## config.mk

```make
export PLATFORM = sky130hd
export DESIGN_NAME = pwm_multi_generator
export DESIGN_NICKNAME = d
export VERILOG_FILES = /design/src/rtl/pwm_multi_generator.sv
export SDC_FILE = /design/constraint.sdc
export NUM_CORES = 1
export LEC_CHECK = 0
export ABC_AREA = 1
export CORE_MARGIN = 2
export CORE_UTILIZATION = 41
export CTS_CLUSTER_DIAMETER = 50
export DETAILED_ROUTE_END_ITERATION = 10
export GPL_TIMING_DRIVEN = 0
export PLACE_DENSITY = 0.67
export SLEW_MARGIN = 30
export SYNTH_ARGS = -nofsm -noshare
export SYNTH_HDL_FRONTEND = slang
export SYNTH_SLANG_ARGS = --single-unit
```

## constraint.sdc

```tcl
create_clock -name CLK -period 3.9 [get_ports CLK]
set_input_delay 0.585 -clock CLK [delete_from_list [all_inputs] [get_ports CLK]]
set_output_delay 0.585 -clock CLK [all_outputs]
set_load 0.01 [all_outputs]
```

## src/rtl/pwm_multi_generator.sv

```systemverilog
// Multi-channel PWM generator with a shared counter.
//
// Ports:
//   CLK         - clock, all state changes on the rising edge
//   reset       - asynchronous, active-high reset
//   enable      - runs the counter; when low the block idles at cnt=0
//   center_mode - 0 = edge-aligned, 1 = center-aligned (takes effect next period)
//   period      - requested terminal count (takes effect next period)
//   wr_en       - duty write request
//   wr_ch       - channel index for the write (out-of-range indices are ignored)
//   wr_duty     - duty value written into the channel's shadow register
//   wr_ready    - low only during a terminal cycle; writes are dropped then
//   pwm         - registered PWM outputs, one per channel
//   period_end  - one-cycle registered pulse after each period boundary
//   count       - current counter value
module pwm_multi_generator #(
  parameter int unsigned WIDTH    = 10,
  parameter int unsigned CHANNELS = 4,
  localparam int unsigned CW      = (CHANNELS > 1) ? $clog2(CHANNELS) : 1
) (
  input  logic                CLK,
  input  logic                reset,
  input  logic                enable,
  input  logic                center_mode,
  input  logic [WIDTH-1:0]    period,
  input  logic                wr_en,
  input  logic [CW-1:0]       wr_ch,
  input  logic [WIDTH-1:0]    wr_duty,
  output logic                wr_ready,
  output logic [CHANNELS-1:0] pwm,
  output logic                period_end,
  output logic [WIDTH-1:0]    count
);

  typedef enum logic {
    DIR_UP   = 1'b0,
    DIR_DOWN = 1'b1
  } dir_e;

  dir_e                dir_q, dir_d;
  logic [WIDTH-1:0]    cnt_q, cnt_d;
  logic [WIDTH-1:0]    p_act_q, p_act_d;
  logic                m_act_q, m_act_d;
  logic [WIDTH-1:0]    s_q     [CHANNELS];
  logic [WIDTH-1:0]    s_d     [CHANNELS];
  logic [WIDTH-1:0]    d_act_q [CHANNELS];
  logic [WIDTH-1:0]    d_act_d [CHANNELS];
  logic [CHANNELS-1:0] pwm_q, pwm_d;
  logic                period_end_q, period_end_d;

  logic                terminal;
  logic [WIDTH-1:0]    cnt_inc, cnt_dec;

  assign cnt_inc = cnt_q + WIDTH'(1);
  assign cnt_dec = cnt_q - WIDTH'(1);

  // Last cycle of a period. In center mode dir turns down on the same edge
  // that cnt reaches P_act, so P_act==1 still terminates at cnt==1 (down).
  always_comb begin
    terminal = 1'b0;
    if (enable) begin
      if (m_act_q) begin
        terminal = ((dir_q == DIR_DOWN) && (cnt_q == WIDTH'(1))) || (p_act_q == '0);
      end else begin
        terminal = (cnt_q == p_act_q);
      end
    end
  end

  assign wr_ready = ~terminal;

  // Shadow duty registers. Matching against each legal index means an
  // out-of-range wr_ch simply selects nothing.
  always_comb begin
    for (int unsigned i = 0; i < CHANNELS; i++) begin
      s_d[i] = s_q[i];
    end
    if (wr_en && wr_ready) begin
      for (int unsigned i = 0; i < CHANNELS; i++) begin
        if (wr_ch == CW'(i)) begin
          s_d[i] = wr_duty;
        end
      end
    end
  end

  always_comb begin
    cnt_d        = cnt_q;
    dir_d        = dir_q;
    p_act_d      = p_act_q;
    m_act_d      = m_act_q;
    d_act_d      = d_act_q;
    pwm_d        = '0;
    period_end_d = 1'b0;

    // Idle and period boundary share the same reload: counter home, and
    // period/mode/duties latched from their requested values.
    if (!enable || terminal) begin
      cnt_d   = '0;
      dir_d   = DIR_UP;
      p_act_d = period;
      m_act_d = center_mode;
      d_act_d = s_q;
    end else if (m_act_q) begin
      if (dir_q == DIR_UP) begin
        cnt_d = cnt_inc;
        if (cnt_inc == p_act_q) begin
          dir_d = DIR_DOWN;
        end
      end else begin
        cnt_d = cnt_dec;
      end
    end else begin
      cnt_d = cnt_inc;
    end

    if (enable) begin
      period_end_d = terminal;
      for (int unsigned i = 0; i < CHANNELS; i++) begin
        pwm_d[i] = (cnt_q < d_act_q[i]);
      end
    end
  end

  always_ff @(posedge CLK or posedge reset) begin
    if (reset) begin
      cnt_q        <= '0;
      dir_q        <= DIR_UP;
      p_act_q      <= '0;
      m_act_q      <= 1'b0;
      pwm_q        <= '0;
      period_end_q <= 1'b0;
      for (int unsigned i = 0; i < CHANNELS; i++) begin
        s_q[i]     <= '0;
        d_act_q[i] <= '0;
      end
    end else begin
      cnt_q        <= cnt_d;
      dir_q        <= dir_d;
      p_act_q      <= p_act_d;
      m_act_q      <= m_act_d;
      pwm_q        <= pwm_d;
      period_end_q <= period_end_d;
      for (int unsigned i = 0; i < CHANNELS; i++) begin
        s_q[i]     <= s_d[i];
        d_act_q[i] <= d_act_d[i];
      end
    end
  end

  assign pwm        = pwm_q;
  assign period_end = period_end_q;
  assign count      = cnt_q;

endmodule

```

# Yosys cells after proc, flatten, opt, wreduce, memory -nomap -nowiden
# Cells that the tools add are included.
# word_totals
reg_bits	107
in_bits	27
out_inout_bits	16
wordCells	50
# classes
add_sub_neg	2
magnitude_cmp	4
n_eq_ne	6
mux	11
bitwise_logic	1
n_reduce_logical	12
# ops
cell	count
$lt A10 B10 Y1	4
$mux W10	3
$eq A10 B10 Y1	2
$add A10 B1 Y10 const B	1
$eq A10 B1 Y1 const B	1
$logic_not A10 Y1	1
$sub A10 B1 Y10 const B	1
$reduce_and A2 Y1	4
$mux W1	7
$eq A2 B2 Y1 const B	2
$mux W4	1
$eq A2 B1 Y1 const B	1
$logic_and A1 B1 Y1	2
$logic_not A2 Y1	1
$logic_or A1 B1 Y1	2
$reduce_bool A2 Y1	1
$logic_not A1 Y1	1
$not A1 Y1	1

# Depth between registers and ports, before layout
# Gate-level depths: netlist of the first run.
# logic_depth
depth_word	8
ltp_mapped	13
depth_no_buf	12

# Worst setup path before layout of the first run
# No wires, ideal clock.
# synth_path
path_kind	register to output
from	register cnt_q[1] (netlist: count[1])
to	output wr_ready
arrival_ps	1481
required_ps	3315
path_slack_ps	1834
stages_incl_launch_ff	11
path_buffers	1
path_cell_list	dfrtp_1 inv_1 ha_1 nand2_1 nor2_1 nand3_2 nand2_2 nand2_2 nand2_4 nand2_4 buf_4
# synth_via
elab_chain_cells	6
word_cells_on_any_way	7
classes_between	2 x eq/ne; 2 x mux; 1 x bitwise; 2 x reduce/logical
# synth_rtl
element	line	text
start: declaration	41	logic [WIDTH-1:0] cnt_q, cnt_d;
start signal: assignment	138	cnt_q <= cnt_d;
$eq A10 B1 Y1	63	terminal = ((dir_q == DIR_DOWN) && (cnt_q == WIDTH'(1))) || (p_act_q == '0);
$logic_and A1 B1 Y1	63	
$logic_or A1 B1 Y1	63	
$mux W1 (*)	62	if (m_act_q) begin
$mux W1 (*)	61	if (enable) begin
$not A1 Y1 (*)	70	assign wr_ready = ~terminal;
end: declaration	29	output logic wr_ready,
# Every way passes the cells marked *; elsewhere a longest branch is shown, timed or not.

# Worst setup path in the final report of the first run
# layout_path
from	register cnt_q[5] (netlist: count[5])
to	output wr_ready
# Same word-level chain as after synthesis.

==> flow_summary.ini, run 1 <==
[min_path]
hold_path_class = reg2reg
holdPathEnd = d_act_q[20]
hold_depth = 2
worstHoldStart = d_act_q[20]

[clocking]
cts.reportedPaths.clkPinSlew_ns = 0.08
root_buffer = clkbuf_16
post_cts_buffers = 0
cts_tree = done
htreeDepth = 3
clock_latency_ns = 0.36
cts_made_buffers = 9
post_cts_resized = 0
holdBufCountCts = 0
ctsLongestPathBuffers = 2
clkSinkCount = 107

[global_routing]
grt_pass1_vias = 4944
grt_pass1_wl_mm = 25.8
antenna_found_initial = 0
grt_max_degree = 59
overflow = 0
grt_use_total_pct = 20.8

[synthesis]
ys_seq_area_share_pct = 44.3
ys.warnings.count = 0
synth_enable_flop_cells = 0
synth_top_area_share_pct = 44.3
syn_area_per_cell_um2 = 8.29
synth-seq-cells = 107
netlist_area_um2 = 6050
async_reset_ff_share_pct = 100
synthFlopType = dfrtp_1
syn_inst = 729
netlist_top_cells_area = dfrtp_1 44%, nand2_1 16%, ha_1 8.1%
synth_nets = 795
synth_cell_types = 32
synth.largest_area_cell = dfrtp_1

[worst_setup_path]
critPathKind = reg2out
cp-start-kind = register
slowest_stage = dfrtp_1
max_stage_delay_ns = 0.77
r2r_start = count[5]
endpoint_kind = output port
crit_chain = inv_2, nand2_1, nand2_2, nand2_1, nor2_1, nand3_2, nand2_4, nand2_4, buf_4, clkdlybuf4s50_1
critPathMaxFanout = 11
crit_arrival_ns = 2.72
timing.rr.end = d_act_q[15]
regToRegSetupSlack_ns = 1.68
r2r_cells = 12
cp_data_required_time_ns = 3.31

[power_and_ir_drop]
p_total_mw = 2.96
power.density_nw_per_um2 = 420
leakage_nw = 3.53
ir_drop_mv = 0.254

[outcome]
status = complete, no violations

[sta]
slew_headroom_pct = 55.0
worst_slack_ns = 0.593
min_period_over_period_pct = 84.8
timing.hold.ws_ns = 0.476
rsz0062_at_grt = false
worst_pin_slew_ns = 0.675
hold_viol_final = 0
maxSlewViolCount = 0
finalSetupViolCount = 0
max_freq_mhz = 302
finClkSkew_ns = 0.00945
fin_crit_ns = 3.31

[drt]
antenna_left = 0
detail_route.first_pass.iterations = 5
vias = 5023
drc = 0
vias_per_cell = 5.17
drt-total-wl_mm = 15.4
wl_per_cell_um = 15.9
first_iter_violations = 275

[cells_and_area]
area_delta_synth_final_pct = 16.7
finalNetCount = 848
num-fill-cells = 1400
regArea_um2 = 2680
final_common_cell = nand2_1
multi_input_area_um2 = 2910
antenna_cells = 0
design_area_um2 = 7060
drive_above_1_share_pct = 12.3
final_cell_mix = 251 x nand2_1, 107 x dfrtp_1, 65 x inv_1, 44 x nor2_1, 44 x nand4_1

[place]
placed_cell_area_um2 = 6720
dp_hpwl_mm = 11.2
place_ws_ns = 0.985
place_congestion = 0.911
io_buffer_count = 41

[floorplanning]
initial_utilization_pct = 41.8
die_h_um = 125
num_rows = 44
dieArea_um2 = 15700
io_pins = 43
die_w_um = 125
core_area_um2 = 14500

[job]
max_cap_violations = 0
==> registers in the layout, indices dropped and copies added (netlist names) <==
signal and flops:
count 10, d_act_q 40, dir_q 1, m_act_q 1, p_act_q 10, period_end 1, pwm 4, s_q 40
==> cell usage after synthesis, types with 9 or more instances <==
master and instances:
a21oi_1 20, inv_1 66, buf_6 10, nand4_1 44
nor2_1 44, o211ai_1 9, o21ai_2 42, nand2_1 251
o21ai_0 15, nand3_1 23, ha_1 39, dfrtp_1 107
==> report_power, final <==
group	total, mW	switching [mW]	internal [mW]
Combinational	0.584	0.353	0.231
Clock	1.02	0.448	0.576
Sequential	1.36	0.0943	1.26
Total	2.96	0.895	2.07
==> logic make-up (layout without fill, tap and decap cells) <==
logic type | Yosys count | in the layout | share of synthesized area (%)
and+or+nand+nor | 377 | 377 | 27.2
DFF | 107 | 107 | 44.3
xor gates and xnor gates | 6 | 6 | 0.869
buffers and inverters | 99 | 157 | 7.66
adders and majority gates | 39 | 39 | 8.07
AOI/OAI and AO/OA | 101 | 101 | 11.9
==> metrics by stage <==
stage	util, %	std cells	TNS [ns]
after CTS	48.7	971	0
final	48.7	971	0
after global placement	46.2	954	-117.00
after detailed placement	46.4	955	0
after global routing	48.7	971	0
after floorplan	-	729	0
==> final cells by class <==
class                      instances  share of cell area (%)
tap                              184                    3.26
multi-input combinational        523                    41.2
sequential                       107                    38.0
buffer                            25                    2.55
inverter                          74                    4.08
timing repair buffer              42                    6.21
clock inverter                     7                    1.56
clock buffer                       9                    3.19
==> layer usage <==
layer	up-vias	track usage (%)	part of all wire, %
met5	-	0	0
met4	0	6.27	1.5
met3	16	3.94	4.7
met2	118	32.4	46
met1	2383	29.6	48
li1	2506	-	-
==> worst max-delay path, delay by kind of cell, from the launching register on <==
| kind | cells | cell delay, ns |
|---|---|---|
| AND/OR/NAND/NOR | 7 | 0.64 |
| buffers and inverters | 3 | 0.93 |
| flip-flops | 1 | 0.77 |
==> how the worst max path moves through the flow <==
stage	start	endpoint	slack (ns)	depth (start not counted)
2_1_floorplan	reset	count[0]	0.50	1
3_3_place_gp	reset	count[3]	-1.10	2
3_5_place_dp	count[5]	wr_ready	0.99	10
4_1_cts	count[5]	wr_ready	0.58	10
5_1_grt	count[1]	wr_ready	0.45	11
6_report	count[5]	wr_ready	0.59	10
Power figures use the tool's default switching activity.
==> run 2, diff against run 1 <==
- clock period: 3.9 -> 3.25 ns (I/O delays scaled with it)
==> flow_summary.ini, run 2 (same netlist as run 1, synthesis figures left out) <==
[outcome]
status = complete, no violations

[global_routing]
grt_max_degree = 29
antenna_found_initial = 0
grt_pass1_wl_mm = 25.5
grt_pass1_vias = 4791
grt_use_total_pct = 20.5
overflow = 0

[power_and_ir_drop]
ir_drop_mv = 0.370
power_frac_comb_pct = 21.0
p_switching_mw = 1.05
power.density_nw_per_um2 = 478
p_int_mw = 2.33
leakage_nw = 3.52
seqPwrFrac_pct = 48.2
swShare_pct = 31.1
clock_power_share_pct = 30.8

[place]
placed_cells = 958
dp_hpwl_mm = 11.4
io_buffer_count = 41
place_congestion = 0.919
placed_cell_area_um2 = 6790

[sta]
hold_viol_final = 0
finClkSkew_ns = 0.00799
min_period_over_period_pct = 96.5
max_freq_mhz = 319
finalSetupViolCount = 0
rsz0062_at_grt = false
worst_pin_slew_ns = 0.608
maxSlewViolCount = 0
slew_headroom_pct = 59.5
fin_crit_ns = 3.14
finalSetupTns_ns = 0

[worst_setup_path]
cp-start-kind = register
r2r_start = count[8]
cp_data_required_time_ns = 2.76
cp_common_cell = nand2_4
max_stage_delay_ns = 0.71
slowest_stage = dfrtp_1
timing.rr.end = d_act_q[2]
critPathKind = reg2out
regToRegSetupSlack_ns = 1.07
crit_chain = xor2_1, nor2_1, nand3_2, nand2_4, nand2_4, buf_4, clkdlybuf4s50_1
critPathMaxFanout = 10
crit_arrival_ns = 2.65
path_buf_inv = 2
endpoint_kind = output port
critical-path-top-delay-family = buffers and inverters
r2r_cells = 9

[clocking]
cts_made_buffers = 9
holdBufCountCts = 0
clock_latency_ns = 0.36
cts_tree = done
clkSinkCount = 107
cts.reportedPaths.clkPinSlew_ns = 0.07
ctsLongestPathBuffers = 2
root_buffer = clkbuf_16
htreeDepth = 3
post_cts_resized = 0
post_cts_buffers = 0

[cells_and_area]
design_area_um2 = 7070
drive_above_1_share_pct = 13.0
final_cell_mix = 251 x nand2_1, 103 x dfrtp_1, 65 x inv_1, 44 x nor2_1, 44 x nand4_1
area_delta_synth_final_pct = 16.9
num-fill-cells = 1414
finalNetCount = 851
antenna_cells = 0
reg_top3 = d_act_q (40), s_q (40)
stdcell_count = 974
final_common_cell = nand2_1

[floorplanning]
die_h_um = 125
core_area_um2 = 14500
io_pins = 43
dieArea_um2 = 15700
num_rows = 44
die_w_um = 125
initial_utilization_pct = 41.8

[drt]
vias = 4982
detail_route.first_pass.iterations = 5
drt-total-wl_mm = 15.4
first_iter_violations = 314
wl_per_cell_um = 15.8
antenna_left = 0
vias_per_cell = 5.11
drc = 0

[job]
max_cap_violations = 0

[min_path]
hold_path_class = in2async
[run 2: changes by cell type in the layout (fill, tap and decap cells not counted)]
cell	delta
clkbuf_1	+1
bufinv_16	-2
dfrtp_2	+4
inv_8	-1
buf_12	+2
clkinv_2	+1
dfrtp_1	-4
clkinvlp_4	+2
buf_16	+1
inv_6	-1
[run 2: worst max-delay path by stage]
stage                     to  cells after the start  slack, ns  startpoint
finish              wr_ready                      7       0.11    count[8]
global route        wr_ready                     10      0.006    count[7]
CTS                 wr_ready                     10       0.06    count[4]
detailed placement  wr_ready                     10       0.46    count[4]
global placement    count[3]                      2       0.38       reset
floorplan           wr_ready                     10       1.28    count[1]
[run 2: through the flow]
step | worst slack [ns] | hold slack [ns] | utilization, % | total power, mW
2_1_floorplan | 1.28 | 0.436 | - | 2.12
4_1_cts | 0.0607 | 0.450 | 48.8 | 3.41
3_5_place_dp | 0.460 | 0.457 | 46.9 | 2.36
3_3_place_gp | 0.383 | 0.455 | 46.2 | 2.32
6_report | 0.113 | 0.448 | 48.8 | 3.38
5_1_grt | 0.00578 | 0.462 | 48.8 | 3.59
[run 2: power groups by stage]
stage	Combinational (mW)	Clock (mW)	Sequential, mW
after detailed placement	0.711	0	1.65
after global placement	0.678	0	1.65
after CTS	0.716	1.07	1.63
final	0.710	1.04	1.63
after floorplan	0.508	0	1.61
after global routing	0.817	1.13	1.65
[run 2: area by class of cell]
type	count	area [um^2]	share of cell area, %
Multi-Input combinational cell	523	2910	41.1
Sequential cell	107	2680	37.9
Timing Repair Buffer	45	505	7.15
Inverter	74	287	4.05
Tap cell	184	230	3.26
Clock buffer	10	229	3.24
Buffer	25	180	2.55
Clock inverter	6	51.3	0.725
[run 2: layer usage]
layer	track usage, %	up-vias	routed length [um]
met2	32.0	134	7060
met1	29.4	2320	7360
li1	-	2509	-
met4	5.16	0	223
met5	0	-	0
met3	3.98	19	732
